$ cat config.mk
export PLATFORM = sky130hd
export DESIGN_NAME = testenc_mux_pipe
export DESIGN_NICKNAME = d
export VERILOG_FILES = /design/src/rtl/testenc_mux_pipe.sv
export SDC_FILE = /design/constraint.sdc
export NUM_CORES = 2
export LEC_CHECK = 0
export ABC_AREA = 1
export BUFFER_PORTS_ARGS = -buffer_cell sky130_fd_sc_hd__buf_2
export CORE_AREA = 2 2 755 757
export DETAILED_ROUTE_END_ITERATION = 16
export DIE_AREA = 0 0 757 759
export GPL_TIMING_DRIVEN = 0
export PLACE_DENSITY_LB_ADDON = 0.15
export SYNTH_ARGS = -nofsm -noshare
export SYNTH_HDL_FRONTEND = slang
export SYNTH_SLANG_ARGS = --single-unit
$ cat constraint.sdc
create_clock -name ap_clk -period 1.3 [get_ports ap_clk]
set_input_delay 0.065 -clock ap_clk [delete_from_list [all_inputs] [get_ports ap_clk]]
set_output_delay 0.065 -clock ap_clk [all_outputs]
set_load 0.05 [all_outputs]
$ cat src/rtl/testenc_mux_pipe.sv
// Pipelined N:1 select mux with valid/ready flow control: a binary mux tree with a register
// bank every REG_EVERY levels. Out-of-range selects produce zero data and a per-beat error flag.
module testenc_mux_pipe #(
    parameter int NUM_INPUTS = 14,
    parameter int DATA_WIDTH = 128,
    parameter int SEL_WIDTH  = 4,
    parameter int REG_EVERY  = 2
) (
    input  logic                             ap_clk,
    input  logic                             ap_rst,
    input  logic [NUM_INPUTS*DATA_WIDTH-1:0] din,
    input  logic [SEL_WIDTH-1:0]             sel,
    input  logic                             in_valid,
    output logic                             in_ready,
    output logic [DATA_WIDTH-1:0]            dout,
    output logic                             dout_valid,
    input  logic                             dout_ready,
    output logic                             sel_err,
    output logic [15:0]                      err_cnt
);

    localparam int L   = (NUM_INPUTS <= 2) ? 1 : $clog2(NUM_INPUTS);
    localparam int LAT = (L + REG_EVERY - 1) / REG_EVERY;
    localparam logic [SEL_WIDTH:0] NUM_SEL = (SEL_WIDTH + 1)'(NUM_INPUTS);

    logic [LAT-1:0][NUM_INPUTS-1:0][DATA_WIDTH-1:0] data_q, data_d;
    logic [LAT-1:0][SEL_WIDTH-1:0]                  sel_q, sel_d;
    logic [LAT-1:0]                                 err_q, err_d;
    logic [LAT-1:0]                                 v_q, v_d;
    logic [LAT-1:0]                                 load, adv;
    logic [15:0]                                    err_cnt_q, err_cnt_d;

    logic [NUM_INPUTS-1:0][DATA_WIDTH-1:0] cur_n, nxt_n;
    logic [SEL_WIDTH-1:0]                  cur_sel;
    logic                                  cur_err;
    int                                    cnt, stg;

    // Ready ripples back from the output stage; an empty stage always loads.
    always_comb begin
        adv  = '0;
        load = '0;
        adv[LAT-1] = v_q[LAT-1] & dout_ready;
        for (int s = LAT - 1; s >= 1; s--) begin
            load[s]  = !v_q[s] || adv[s];
            adv[s-1] = v_q[s-1] & load[s];
        end
        load[0] = !v_q[0] || adv[0];
    end

    always_comb begin
        v_d    = v_q;
        v_d[0] = load[0] ? in_valid : v_q[0];
        for (int s = 1; s < LAT; s++) begin
            v_d[s] = load[s] ? v_q[s-1] : v_q[s];
        end
    end

    // Walk the tree level by level; at registered levels capture into the bank and
    // continue the walk from the registered copy.
    always_comb begin
        data_d  = data_q;
        sel_d   = sel_q;
        err_d   = err_q;
        cur_n   = din;
        nxt_n   = '0;
        cur_sel = sel;
        cur_err = ({1'b0, sel} >= NUM_SEL);
        cnt     = NUM_INPUTS;
        stg     = 0;
        for (int k = 1; k <= L; k++) begin
            nxt_n = '0;
            for (int j = 0; j < (NUM_INPUTS + 1) / 2; j++) begin
                if (2 * j + 1 < cnt) begin
                    nxt_n[j] = cur_sel[k-1]
                        ? cur_n[(2 * j + 1 < NUM_INPUTS) ? 2 * j + 1 : 2 * j]
                        : cur_n[2 * j];
                end else if (2 * j < cnt) begin
                    nxt_n[j] = cur_n[2 * j];
                end
            end
            cnt = (cnt + 1) / 2;
            if ((k % REG_EVERY == 0) || (k == L)) begin
                if (load[stg]) begin
                    data_d[stg] = (k == L && cur_err) ? '0 : nxt_n;
                    sel_d[stg]  = cur_sel;
                    err_d[stg]  = cur_err;
                end
                cur_n   = data_q[stg];
                cur_sel = sel_q[stg];
                cur_err = err_q[stg];
                stg     = stg + 1;
            end else begin
                cur_n = nxt_n;
            end
        end
    end

    always_comb begin
        err_cnt_d = err_cnt_q;
        if (dout_valid && dout_ready && sel_err && err_cnt_q != 16'hFFFF) begin
            err_cnt_d = err_cnt_q + 16'd1;
        end
    end

    always_ff @(posedge ap_clk) begin
        if (ap_rst) begin
            data_q    <= '0;
            sel_q     <= '0;
            err_q     <= '0;
            v_q       <= '0;
            err_cnt_q <= '0;
        end else begin
            data_q    <= data_d;
            sel_q     <= sel_d;
            err_q     <= err_d;
            v_q       <= v_d;
            err_cnt_q <= err_cnt_d;
        end
    end

    assign in_ready   = load[0] & ~ap_rst;
    assign dout       = data_q[LAT-1][0];
    assign dout_valid = v_q[LAT-1];
    assign sel_err    = v_q[LAT-1] & err_q[LAT-1];
    assign err_cnt    = err_cnt_q;

endmodule

# Word level (Yosys, flattened, before mapping)
# Cells that the tools add are included.
dict set report word_totals {
  input_bits 1800
  output_inout_bits 147
  wordCells 53
  reg_bits 1944
}
dict set report classes {
  mux 17
  n_bitwise 5
  order_cmp 1
  add_sub_neg 1
  eq_ne 1
  reduce_logical 7
}
# operator n
set ops {}
lappend ops {{128-bit 2-to-1 mux} 14}
lappend ops {{1792-bit 2-to-1 mux} 1}
lappend ops {{16-bit by 1-bit adder with 16-bit output, second input constant} 1}
lappend ops {{16-bit inequality test, second input constant} 1}
lappend ops {{1-bit AND} 4}
lappend ops {{4-bit >= comparator, second input constant} 1}
lappend ops {{4-bit 2-to-1 mux} 1}
lappend ops {{1-bit logical AND} 3}
lappend ops {{1-bit logical NOT} 2}
lappend ops {{1-bit logical OR} 2}
lappend ops {{1-bit 2-to-1 mux} 1}
lappend ops {{1-bit inverter} 1}

# Logic depth before layout (Yosys ltp)
dict set report depth {
  depth_word 5
  depth_mapped 11
  depth_no_buf 10
}

# Worst setup path before layout
# OpenSTA, ideal clock, no wires.
dict set report synth_timing {
  kind {register to register}
  start {reg v_q[1]}
  end {reg data_q[164] in the netlist's numbering}
  n_path_buf 3
  path_stages_with_launch 9
  setup_time_ps 115
  arrival_ps 1723
  path_slack_ps -539
  period_less_slack_ps 1839
  t_required_ps 1185
  cell_sequence {dfxtp_1 -> nand2_1 -> nor2_4 -> buf_4 -> buf_2 -> buf_2 -> a21oi_1 -> o21ai_0 -> inv_1}
}
dict set report synth_between {
  elab_chain_len 5
  word_cells_on_any_way 6
  classes_between {1 x mux; 2 x bitwise; 3 x reduce/logical}
}
# element line
set synth_lines {}
lappend synth_lines {{start: declaration} 29} ;# logic [LAT-1:0] v_q, v_d;
lappend synth_lines {{start signal: assignment} 116} ;# v_q <= v_d;
lappend synth_lines {{1-bit AND / 1-bit logical NOT (equally long branches)} {42, 44}}
lappend synth_lines {{1-bit logical OR (*)} 44} ;# load[s] = !v_q[s] || adv[s];
lappend synth_lines {{1-bit AND (*)} 45} ;# adv[s-1] = v_q[s-1] & load[s];
lappend synth_lines {{1-bit logical OR (*)} 47} ;# load[0] = !v_q[0] || adv[0];
lappend synth_lines {{1792-bit 2-to-1 mux (*)} 83} ;# if (load[stg]) begin
lappend synth_lines {{end signal: assignment} 113} ;# data_q <= data_d;
lappend synth_lines {{end: declaration} 26} ;# logic [LAT-1:0][NUM_INPUTS-1:0][DATA_WIDTH-1:0] data_q, data_d;
# Every way passes the cells marked *; elsewhere a longest branch is shown, timed or not.
# A chain may end at the register's enable or synchronous reset.

# Final worst setup path
dict set report layout_timing {
  start {reg v_q[1]}
  end {out in_ready}
}
dict set report layout_between {
  elab_chain_len 5
  word_cells_on_any_way 6
  classes_between {3 x bitwise; 3 x reduce/logical}
}
# element line
set layout_lines {}
lappend layout_lines {{1-bit AND / 1-bit logical NOT (equally long branches)} {42, 44}}
lappend layout_lines {{1-bit logical OR (*)} 44}
lappend layout_lines {{1-bit AND (*)} 45}
lappend layout_lines {{1-bit logical OR (*)} 47}
lappend layout_lines {{1-bit AND (*)} 121} ;# assign in_ready = load[0] & ~ap_rst;
lappend layout_lines {{end: declaration} 14} ;# output logic in_ready,
# Marked as above.

==> metrics.txt <==
initial antenna violation count=~300; dominant cells by area after synthesis=dfxtp_1 32%, o21ai_0 17%, nor2_1 14%; vias in the first global route=~67k; H-tree depth=3; Max transition margin=14.3%; all-layer global routing usage=a little under a fifth; Final setup viols=around 800; Starting Density=7.26%; PD cells=about 860 nW/um^2; Post-synth top cells=1557 x nor2_1, 1405 x o21ai_0, 662 x dfxtp_1; Max Fclk=0.442 GHz; CTS tree=built; clk buf depth=4; row count=277; Antenna Violating Nets Remaining=0; Fin Hold WS=-0.327 ns; Yosys cell types=21; vias=between 60k and 70k; Clk pin slew, worst setup/hold paths=~0.06 ns; Post-Synthesis Cells=6909; final worst path period need=between 2 and 2.5 ns; Slew @ Worst Pin=1.28 ns; Startpoint Class=flop; die area=575000 um^2; Clock Latency Late Sink=just under 0.9 ns; Final Hold Vio Count=4; Cell Area, Synth=41200 um^2; Worst VDD drop=1.24 mV; grt ovf=0; total power=82.5 mW; WL/cell=30.3 um; P_leak=a little over 40 nW; count leader, synth=nor2_1; clock sinks=662; Crit Path Category=flop to primary output; I/O Buffers=1943; WP data required=1.24 ns; nets=around 13k; drt pass-1 iters=5; post-synthesis sequential area ratio=32.2%; Setup WS pre-CTS=-3.18 ns; Yosys top cell by area=dfxtp_1; ratio of cells with drive above 1 in the final layout=33.5%; die width=757 um; CP Data Arrival Time=2.20 ns; Post-synth ARST share=0%; area grow syn2layout=132%; slowest CP cell=dfxtp_4; failing checks=hold timing, setup timing; Worst Hold Class=input pin to flop; final slew viol count=0; Worst setup EP type=primary output; Synth top area share=about 32%; Net Count, Synth=8710; Worst Skew=about 0.074 ns; top_reg_cell synth=dfxtp_1; cts bufs inserted=106; Fin Setup TNS=-482.29 ns; # DRC=0; Cell Chain, Critical Path=nand2_4, nor2_4, buf_12, inv_16, buf_16, clkbuf_16, nand2_4, clkinvlp_4, buf_12; RSZ-0062 raised after global routing=yes; Post-synth EDFFs=0; Root Driver=clkbuf_16; RD Place Congestion=roughly 0.91; # IOs=1947; Die Y=759 um; routed vias/inst=3.54; Final HPWL DP=477000 um; DR iter-0 viols=4682; first-pass GRT wire length=706000 um; core area=between 500000 and 600000 um^2; largest net degree at the start of global routing=16; Critical Path Fanout Max=4; Ys Warns=0; Yosys reg bits=662; CP max stage delay=0.36 ns; Final period util=174%; Detailed Route WL=575000 um; status=finished, violations left; Final Worst Setup Slack=-0.960 ns; max_cap viols=0; syn_area_per_cell=around 6.0 um^2
-- path summary, 6_finish.rpt --
kind                            cells past startpoint             startpoint               endpoint  slack (ns)
worst max-delay path                                9    v_q[1]$_SDFFE_PP0P_               in_ready       -0.96
worst max register to register                     13  sel_q[2]$_SDFFE_PP0P_  dout[26]$_SDFFE_PP0P_       -0.85
worst min-delay path                                5             dout_ready    v_q[1]$_SDFFE_PP0P_       -0.33
worst min register to register                      2  dout[92]$_SDFFE_PP0P_  dout[92]$_SDFFE_PP0P_        0.46
-- layout by cell type (no fill, tap or decap), drive strengths merged --
| cell type | instances |
|---|---|
| bufinv | 7 |
| buf | 2594 |
| o21ai | 1958 |
| clkbuf | 471 |
| inv | 635 |
| ha | 1 |
| o21a | 1 |
| a21oi | 584 |
| dlygate4sd3 | 1944 |
| clkinv | 25 |
| nor3 | 3 |
| diode | 167 |
| clkinvlp | 4 |
| nor2 | 1558 |
| dfxtp | 662 |
| nand2 | 650 |
| nand4 | 2 |
| clkdlybuf4s15 | 2 |
| nand3 | 20 |
| a31oi | 128 |
-- routing by layer --
| layer | global-route usage (%) | up-vias | share of wire [%] |
|---|---|---|---|
| met5 | 0 | - | 0.17 |
| met4 | 4.22 | 154 | 2.5 |
| met3 | 4.18 | 587 | 7.1 |
| met2 | 29.8 | 2760 | 44 |
| met1 | 26.0 | 32200 | 46 |
| li1 | - | 31300 | - |
-- where the power goes --
part	leakage, nW	internal (mW)	switching (mW)	total [mW]
combinational	33.6	11.4	17.3	28.7
clock	1.75	17.7	12.9	30.7
sequential	5.51	21.9	1.24	23.1
-- sequential cells by signal, indices dropped and copies added, names as in the netlist --
name,cells
data_q,512
dout,128
err_cnt,16
err_q,2
sel_q,2
v_q,2
-- what timing repair did --
item                                   in CTS  in global routing
pin swaps                                 154                175
hold buffers                             1942                  2
buffers inserted                          128                 88
gates cloned                               30                 27
resized for setup                        1198                928
setup endpoints to repair                 809                809
endpoints found under the hold margin     519                  4
-- cell families after synthesis --
family | share of synthesized area (%)
AOI/OAI and AO/OA | 32.9
DFF | 32.2
and+or+nand+nor | 20.5
adders and majority gates | 0.0304
buffers and inverters | 14.5
-- per-stage QoR --
step / instance area, um^2 / cells / hold WS [ns] / util, %
after global routing: 95100 / 18800 / -0.383 / 16.8
after global placement: 61000 / 16400 / 0.333 / 10.8
after CTS: 91000 / 18700 / -0.475 / 16.0
after floorplan: 41800 / 6909 / 0.189 / -
after detailed placement: 61800 / 16400 / 0.331 / 10.9
final: 95400 / 18900 / -0.327 / 16.8
-- worst max-delay path: cells and delay by family (launching register included) --
kind,cells,cell delay [ns]
buf+inv,6,0.72
simple gates,3,0.21
flops,1,0.36
-- layout make-up --
class,count,area [um^2]
antenna,167,418
fill,65700,472000
clock buffer,149,3040
inverter,630,2410
sequential,662,13300
timing repair buffer,4173,34000
multi-input combinational,4905,26900
buffer,689,5410
clock inverter,41,483
tap,7533,9430
(Power assumes the default switching activity.)
